**src/rtl/rr_select_arbiter.sv**
```systemverilog
// Round-robin arbiter driving the select of a downstream N:1 mux.
// One grant at a time, released on done, request drop or hold limit.
module rr_select_arbiter #(
  parameter int unsigned N        = 4,
  parameter int unsigned P        = $clog2(N),
  parameter int unsigned MAX_HOLD = 8
) (
  input  logic         clk,
  input  logic         rst_n,
  input  logic [N-1:0] req,
  input  logic         done,
  output logic [P-1:0] sel,
  output logic [N-1:0] grant,
  output logic         valid,
  output logic         timeout
);

  localparam int unsigned    HW        = (MAX_HOLD > 1) ? $clog2(MAX_HOLD) : 1;
  localparam logic [HW-1:0]  HOLD_LAST = HW'(MAX_HOLD - 1);

  typedef enum logic {S_IDLE, S_GRANT} state_t;

  state_t        r_state;
  logic [P-1:0]  r_sel;
  logic [N-1:0]  r_grant;
  logic          r_valid;
  logic          r_timeout;
  logic [HW-1:0] r_hold_cnt;
  logic [P-1:0]  r_last;

  logic [P-1:0]  w_pick;
  logic [P-1:0]  w_idx;
  logic          w_found;
  logic          w_req_sel;
  logic          w_limit;
  logic          w_release;

  // First set request searching upward from the one after the last grant.
  always_comb begin
    w_pick  = '0;
    w_idx   = '0;
    w_found = 1'b0;
    for (int unsigned k = 1; k <= N; k++) begin
      w_idx = P'((32'(r_last) + k) % N);
      if (!w_found && req[w_idx]) begin
        w_pick  = w_idx;
        w_found = 1'b1;
      end
    end
  end

  assign w_req_sel = req[r_sel];
  assign w_limit   = (r_hold_cnt == HOLD_LAST);
  assign w_release = done | ~w_req_sel | w_limit;

  always_ff @(posedge clk or negedge rst_n) begin
    if (!rst_n) begin
      r_state    <= S_IDLE;
      r_sel      <= '0;
      r_grant    <= '0;
      r_valid    <= 1'b0;
      r_timeout  <= 1'b0;
      r_hold_cnt <= '0;
      r_last     <= P'(N - 1);
    end else begin
      case (r_state)
        S_IDLE: begin
          r_timeout  <= 1'b0;
          r_hold_cnt <= '0;
          if (w_found) begin
            r_state <= S_GRANT;
            r_sel   <= w_pick;
            r_grant <= N'(1) << w_pick;
            r_valid <= 1'b1;
          end
        end
        S_GRANT: begin
          if (w_release) begin
            r_state    <= S_IDLE;
            r_sel      <= '0;
            r_grant    <= '0;
            r_valid    <= 1'b0;
            r_hold_cnt <= '0;
            r_last     <= r_sel;
            // Timeout only when the hold limit alone forced the release.
            r_timeout  <= w_limit & ~done & w_req_sel;
          end else begin
            r_hold_cnt <= r_hold_cnt + HW'(1);
            r_timeout  <= 1'b0;
          end
        end
        default: r_state <= S_IDLE;
      endcase
    end
  end

  assign sel     = r_sel;
  assign grant   = r_grant;
  assign valid   = r_valid;
  assign timeout = r_timeout;

endmodule

```
**config.mk**
```make
export PLATFORM = sky130hd
export DESIGN_NAME = rr_select_arbiter
export DESIGN_NICKNAME = d
export VERILOG_FILES = /design/src/rtl/rr_select_arbiter.sv
export SDC_FILE = /design/constraint.sdc
export NUM_CORES = 1
export LEC_CHECK = 0
export ABC_AREA = 1
export BUFFER_PORTS_ARGS = -buffer_cell sky130_fd_sc_hd__clkbuf_2
export CAP_MARGIN = 20
export CORE_MARGIN = 3
export CORE_UTILIZATION = 49
export CTS_BUF_LIST = sky130_fd_sc_hd__clkbuf_16
export CTS_CLUSTER_DIAMETER = 80
export DETAILED_ROUTE_END_ITERATION = 10
export GPL_ROUTABILITY_DRIVEN = 0
export PLACE_DENSITY = 0.7
export SETUP_SLACK_MARGIN = 0.02
export SYNTH_ARGS = -nofsm -noshare
export SYNTH_HDL_FRONTEND = slang
export SYNTH_SLANG_ARGS = --single-unit
```
**constraint.sdc**
```tcl
create_clock -name clk -period 1.61 [get_ports clk]
set_clock_uncertainty 0.15 [all_clocks]
set_input_delay 0.161 -clock clk [delete_from_list [all_inputs] [get_ports clk]]
set_output_delay 0.161 -clock clk [all_outputs]
set_load 0.02 [all_outputs]
```
==> results of run 1 <==
[what timing repair did]
item | CTS | global route
gates resized for setup | 13 | 7
endpoints found under the hold margin | 15 | 0
endpoints found under the setup margin | 8 | 10
pin swaps | 1 | 1
hold buffers | 2 | 0
setup buffers | 3 | 2
gates cloned | 0 | 0
[worst register-to-register path, cell delays in order (launching register included)]
cell and delay [ps]:
dfstp_2 550, buf_12 130, inv_12 50, nand2_4 60, nand2_4 60, nand2_1 60
nand2_1 80, inv_2 120, nand3_2 90, nand2_2 100, nand3_2 120, o21ai_2 140
[path summary, 6_finish.rpt]
kind                          startpoint       endpoint  slack [ps]  cells after the start
setup reg to reg               r_last[0]       grant[1]        -180                     11
setup / recovery               r_last[0]       grant[1]        -180                     11
max in group asynchronous          rst_n      r_last[1]         780                      2
min in group clk                  req[3]        timeout         270                      5
hold reg to reg            r_hold_cnt[0]  r_hold_cnt[0]         280                      1
hold / removal                     rst_n        timeout         220                      2
[cells by family (layout without fill, tap and decap cells)]
group           Yosys count  in the layout  synth area share
flops                    14             14             0.364
simple gates             79             79             0.463
buf+inv                  17             44            0.0853
fa+ha+maj                 2              2            0.0258
compound gates           10             10            0.0620
[Yosys cell counts (all sizes together)]
cell / n / area share
a21oi: 2 / 0.010
dfstp: 2 / 0.054
dfrtp: 12 / 0.31
nor4: 1 / 0.0065
ha: 2 / 0.026
nand3: 12 / 0.078
inv: 15 / 0.066
nand3b: 2 / 0.028
nand2: 50 / 0.27
buf: 2 / 0.019
nand4: 2 / 0.013
o211ai: 1 / 0.0078
nor2: 12 / 0.063
o21ai: 7 / 0.044
[sequential cells by signal, summed over array words and instances (netlist names)]
register    flops
r_last          2
sel             2
valid           1
timeout         1
grant           4
r_state         1
r_hold_cnt      3
[routing by layer]
layer,vias up,track usage
met1,400,0.201
li1,438,-
met2,19,0.339
met4,0,0.0538
met5,-,0
met3,4,0.0623
[through the flow]
stage / cell area (um2) / worst slack [ps] / hold slack (ps)
global placement: 1080 / -105 / -70.9
floorplan: 972 / -29.0 / -285
global route: 1300 / -243 / 249
detailed placement: 1080 / -146 / -65.7
CTS: 1260 / -114 / 218
finish: 1300 / -176 / 216
[power groups by stage]
stage / Sequential, mW / Clock (mW) / Combinational, mW
after floorplan: 0.629 / 0 / 1.15
after global placement: 0.594 / 0 / 1.46
after detailed placement: 0.602 / 0 / 1.48
after CTS: 0.575 / 0.475 / 1.70
after global routing: 0.591 / 0.488 / 2.03
final: 0.578 / 0.463 / 1.86
[cell type report]
class	count	area [um2]
sequential	14	353
clock buffer	3	75.1
timing repair buffer	25	175
clock inverter	1	3.75
fill	141	502
multi-input combinational	91	591
inverter	15	71.3
tap	25	31.3
==> flow_summary.yaml, run 1 <==
run_status:
  status: "complete, but fails checks"
  violations: "setup timing"
sta:
  fin_crit_sh: 1.11
  rsz0062_at_grt: "yes"
  setup_violations: 8
  finalHoldViolations: 0
  worstMarginPinSlew_ps: 360
  max-slew-margin-rel: 0.760
  final.setup.tns_ps: -1200
  fin_ws_ps: -176
  max_freq_ghz: 0.560
  fin_crit_ps: 1790
  slew_viol_final: 0
drt:
  wl_met3_um: 91
  vias_per_cell: 4.95
  wl_met2_um: 1140
  wl_per_cell_um: 12.3
  drcViolationCount: 0
  first_iter_violations: 11
  wl_um: 2150
  drt_pass1_iterations: 4
  top_layer_used: "met4"
  wl_met1_um: 889
  ant_nets: 0
  num_vias: 861
place:
  placed_cells: 163
  port_buffers: 14
  dp_hpwl_um: 1470
layout:
  nNetsFinal: 159
  fin_cells: 174
  synthToLayoutAreaGrowth_pct: 34.2
  utilization: 0.722
  layout-drive-gt1-share: 0.423
  final_common_cell: "nand2_1"
  diodes: 0
  most-common-layout-cells: "nand2_1, nand2_4, clkbuf_2, inv_1, dfrtp_1"
worst_setup_path:
  crit_required_ps: 1630
  crit_path_max_incr_delay_ps: 550
  crit_path_end_kind: "register"
  critical_path.top_delay_family: "simple AND/OR/NAND/NOR gates"
  cp_slowest_cell: "dfstp_2"
  crit_fanout: 8
  path_cells: "buf_12 > inv_12 > nand2_4 > nand2_4 > nand2_1 > nand2_1 > inv_2 > nand3_2 > nand2_2 > nand3_2 > o21ai_2"
  arrival_ps: 1810
  cp-start-kind: "register"
  crit_type: "register to register"
  critPathBufInv: 3
floorplanning:
  initial_core_util: 0.538
  die_w_um: 50.5
  io_pins: 15
  dieArea_um2: 2550
  core.rowCount: 15
  coreArea_um2: 1800
  die_h_um: 50.5
global_route:
  grt_pass1_vias: 837
  globalRouteOverflowTotal: 0
  grt_max_degree: 15
  antenna_found_initial: 0
  grt_pass1_wl_um: 3480
  track_usage: 0.186
synth:
  synth_nets: 131
  avgSynthCellArea_um2: 7.94
  yosysWarnings: 0
  ys_seq_elements: 14
  ys_seq_area_frac: 0.364
  synthesis.instances: 122
  synth_cell_types: 25
  synthesis.area_um2: 968
cts:
  clk_path_buf_depth: 2
  clock-sinks: 14
  cts_root_buffer: "clkbuf_16"
  numCtsBuffers: 3
  cts_tree: "yes"
  clock_latency_ps: 240
  h-tree-depth: 1
  clk_pin_slew_ps: 50
pwr:
  p_clk_frac: 0.160
  switching_share: 0.475
  sequentialPowerShare: 0.199
  cellLeakagePower_nw: 0.698
  power_density_nw_per_um2: 2230
  irDropWorstVdd_mv: 1.72
  p_switching_mw: 1.38
  combPwrFrac: 0.641
  power.internal_mw: 1.52
  power_mw: 2.90
job:
  cap_violations: 0
min_path:
  hold_class: "input port to asynchronous set/reset pin"
(Power assumes the default switching activity.)
==> run 2, diff against run 1 <==
--- a/config.mk
+++ b/config.mk
@@ -14,6 +14,7 @@
 export CTS_CLUSTER_DIAMETER = 80
 export DETAILED_ROUTE_END_ITERATION = 10
 export GPL_ROUTABILITY_DRIVEN = 0
+export MAX_ROUTING_LAYER = met4
 export PLACE_DENSITY = 0.7
 export SETUP_SLACK_MARGIN = 0.02
 export SYNTH_ARGS = -nofsm -noshare
==> run 2 against run 1 <==
  * The run still ends with setup timing left
  * Flip-flop and latch count is the same
  * Via count shrank 0.23%
  * Cell area is the same
  * Combinational power is essentially flat
  * Largest cell class unchanged
==> flow_summary.yaml, run 2 (synthesized netlist as in run 1, its figures left out) <==
cts:
  cts_tree: "yes"
  cts_root_buffer: "clkbuf_16"
  clk_pin_slew_ps: 50
  clock-sinks: 14
  clk_path_buf_depth: 2
  h-tree-depth: 1
  numCtsBuffers: 3
  clock_latency_ps: 240
sta:
  fin_crit_sh: 1.11
  hold_slack_ps: 216
  worstMarginPinSlew_ps: 360
  max-slew-margin-rel: 0.760
  setup_violations: 8
  max_freq_ghz: 0.560
  final.setup.tns_ps: -1200
  rsz0062_at_grt: "yes"
  finalHoldViolations: 0
  slew_viol_final: 0
  fin_ws_ps: -177
  fin_crit_ps: 1790
drt:
  first_iter_violations: 11
  wl_um: 2140
  num_vias: 859
  ant_nets: 0
  wl_per_cell_um: 12.3
  vias_per_cell: 4.94
  drcViolationCount: 0
  drt_pass1_iterations: 4
worst_setup_path:
  crit_fanout: 8
  crit_path_end_kind: "register"
  cp-start-kind: "register"
  crit_type: "register to register"
  crit_required_ps: 1630
  crit_path_max_incr_delay_ps: 550
  arrival_ps: 1810
  path_cells: "buf_12 > inv_12 > nand2_4 > nand2_4 > nand2_1 > nand2_1 > inv_2 > nand3_2 > nand2_2 > nand3_2 > o21ai_2"
  cp_slowest_cell: "dfstp_2"
global_route:
  grt_pass1_vias: 834
  antenna_found_initial: 0
  track_usage: 0.192
  globalRouteOverflowTotal: 0
  use_met2: 0.339
  grt_use_met1: 0.203
  grt_pass1_wl_um: 3500
  busiest_layer: "met2"
  grt_max_degree: 15
  use_met3: 0.0623
floorplanning:
  die_w_um: 50.5
  core.rowCount: 15
  initial_core_util: 0.538
  die_h_um: 50.5
  dieArea_um2: 2550
  coreArea_um2: 1800
  io_pins: 15
pwr:
  power_mw: 2.90
  cellLeakagePower_nw: 0.698
  irDropWorstVdd_mv: 1.72
  power_density_nw_per_um2: 2230
layout:
  layout-drive-gt1-share: 0.423
  largest_reg_flops: 4
  most-common-layout-cells: "nand2_1, nand2_4, clkbuf_2, inv_1, dfrtp_1"
  final_common_cell: "nand2_1"
  regArea_um2: 353
  finalInstanceArea_um2: 1300
  multi_input_area_um2: 591
  synthToLayoutAreaGrowth_pct: 34.2
  diodes: 0
  nFillCells: 141
  nNetsFinal: 159
run_status:
  status: "complete, but fails checks"
  violations: "setup timing"
job:
  cap_violations: 0
place:
  port_buffers: 14
  dp_hpwl_um: 1470
  place_area_um2: 1080
  dp_worst_setup_slack_ps: -146
min_path:
  hold_class: "input port to asynchronous set/reset pin"
==> run 2: cell counts in the layout (fill, tap and decap cells not counted) <==
No cell type changed its count.
==> run 2: what timing repair did <==
action                     in CTS  in global routing
pin swaps                       1                  1
resized for setup              13                  7
setup endpoints to repair       8                 10
buffers inserted                3                  2
hold endpoints to repair       15                  0
gates cloned                    0                  0
hold buffers                    2                  0
==> run 2: metrics by stage <==
stage / std cells / util
floorplan: 122 / -
global route: 174 / 0.722
detailed placement: 163 / 0.600
CTS: 172 / 0.701
finish: 174 / 0.722
global placement: 163 / 0.600
==> run 2: power by group <==
group,switching [mW],total (mW),internal [mW]
Clock,0.136,0.463,0.327
Combinational,1.15,1.86,0.707
Sequential,0.0897,0.578,0.488
==> run 2: final timing paths <==
path,start,to,slack [ps],cells after the start
setup / recovery,r_last[0],grant[1],-180,11
hold / removal,rst_n,timeout,220,2
setup reg to reg,r_last[0],grant[1],-180,11
hold reg to reg,r_hold_cnt[0],r_hold_cnt[0],280,1
max in group asynchronous,rst_n,r_last[1],780,2
min in group clk,req[3],timeout,270,5
==> run 2: per-layer routing <==
layer | up-vias | part of all wire
li1 | 438 | -
met1 | 400 | 0.42
met2 | 17 | 0.53
met3 | 4 | 0.036
met4 | 0 | 0.011
met5 | - | 0
==> run 2: worst max-delay path, delay by kind of cell (launching register included) <==
| kind | cells | cell delay [ps] |
|---|---|---|
| compound gates | 1 | 140 |
| simple gates | 7 | 570 |
| flops | 1 | 550 |
| buf+inv | 3 | 300 |
==> run 2: area by class of cell <==
cell class,count,area share
multi-input cells,91,0.454
flip-flops and latches,14,0.271
repair buffers,25,0.135
clock buffers,3,0.0577
inverters,15,0.0549
well taps,25,0.0241
clock inverters,1,0.00289
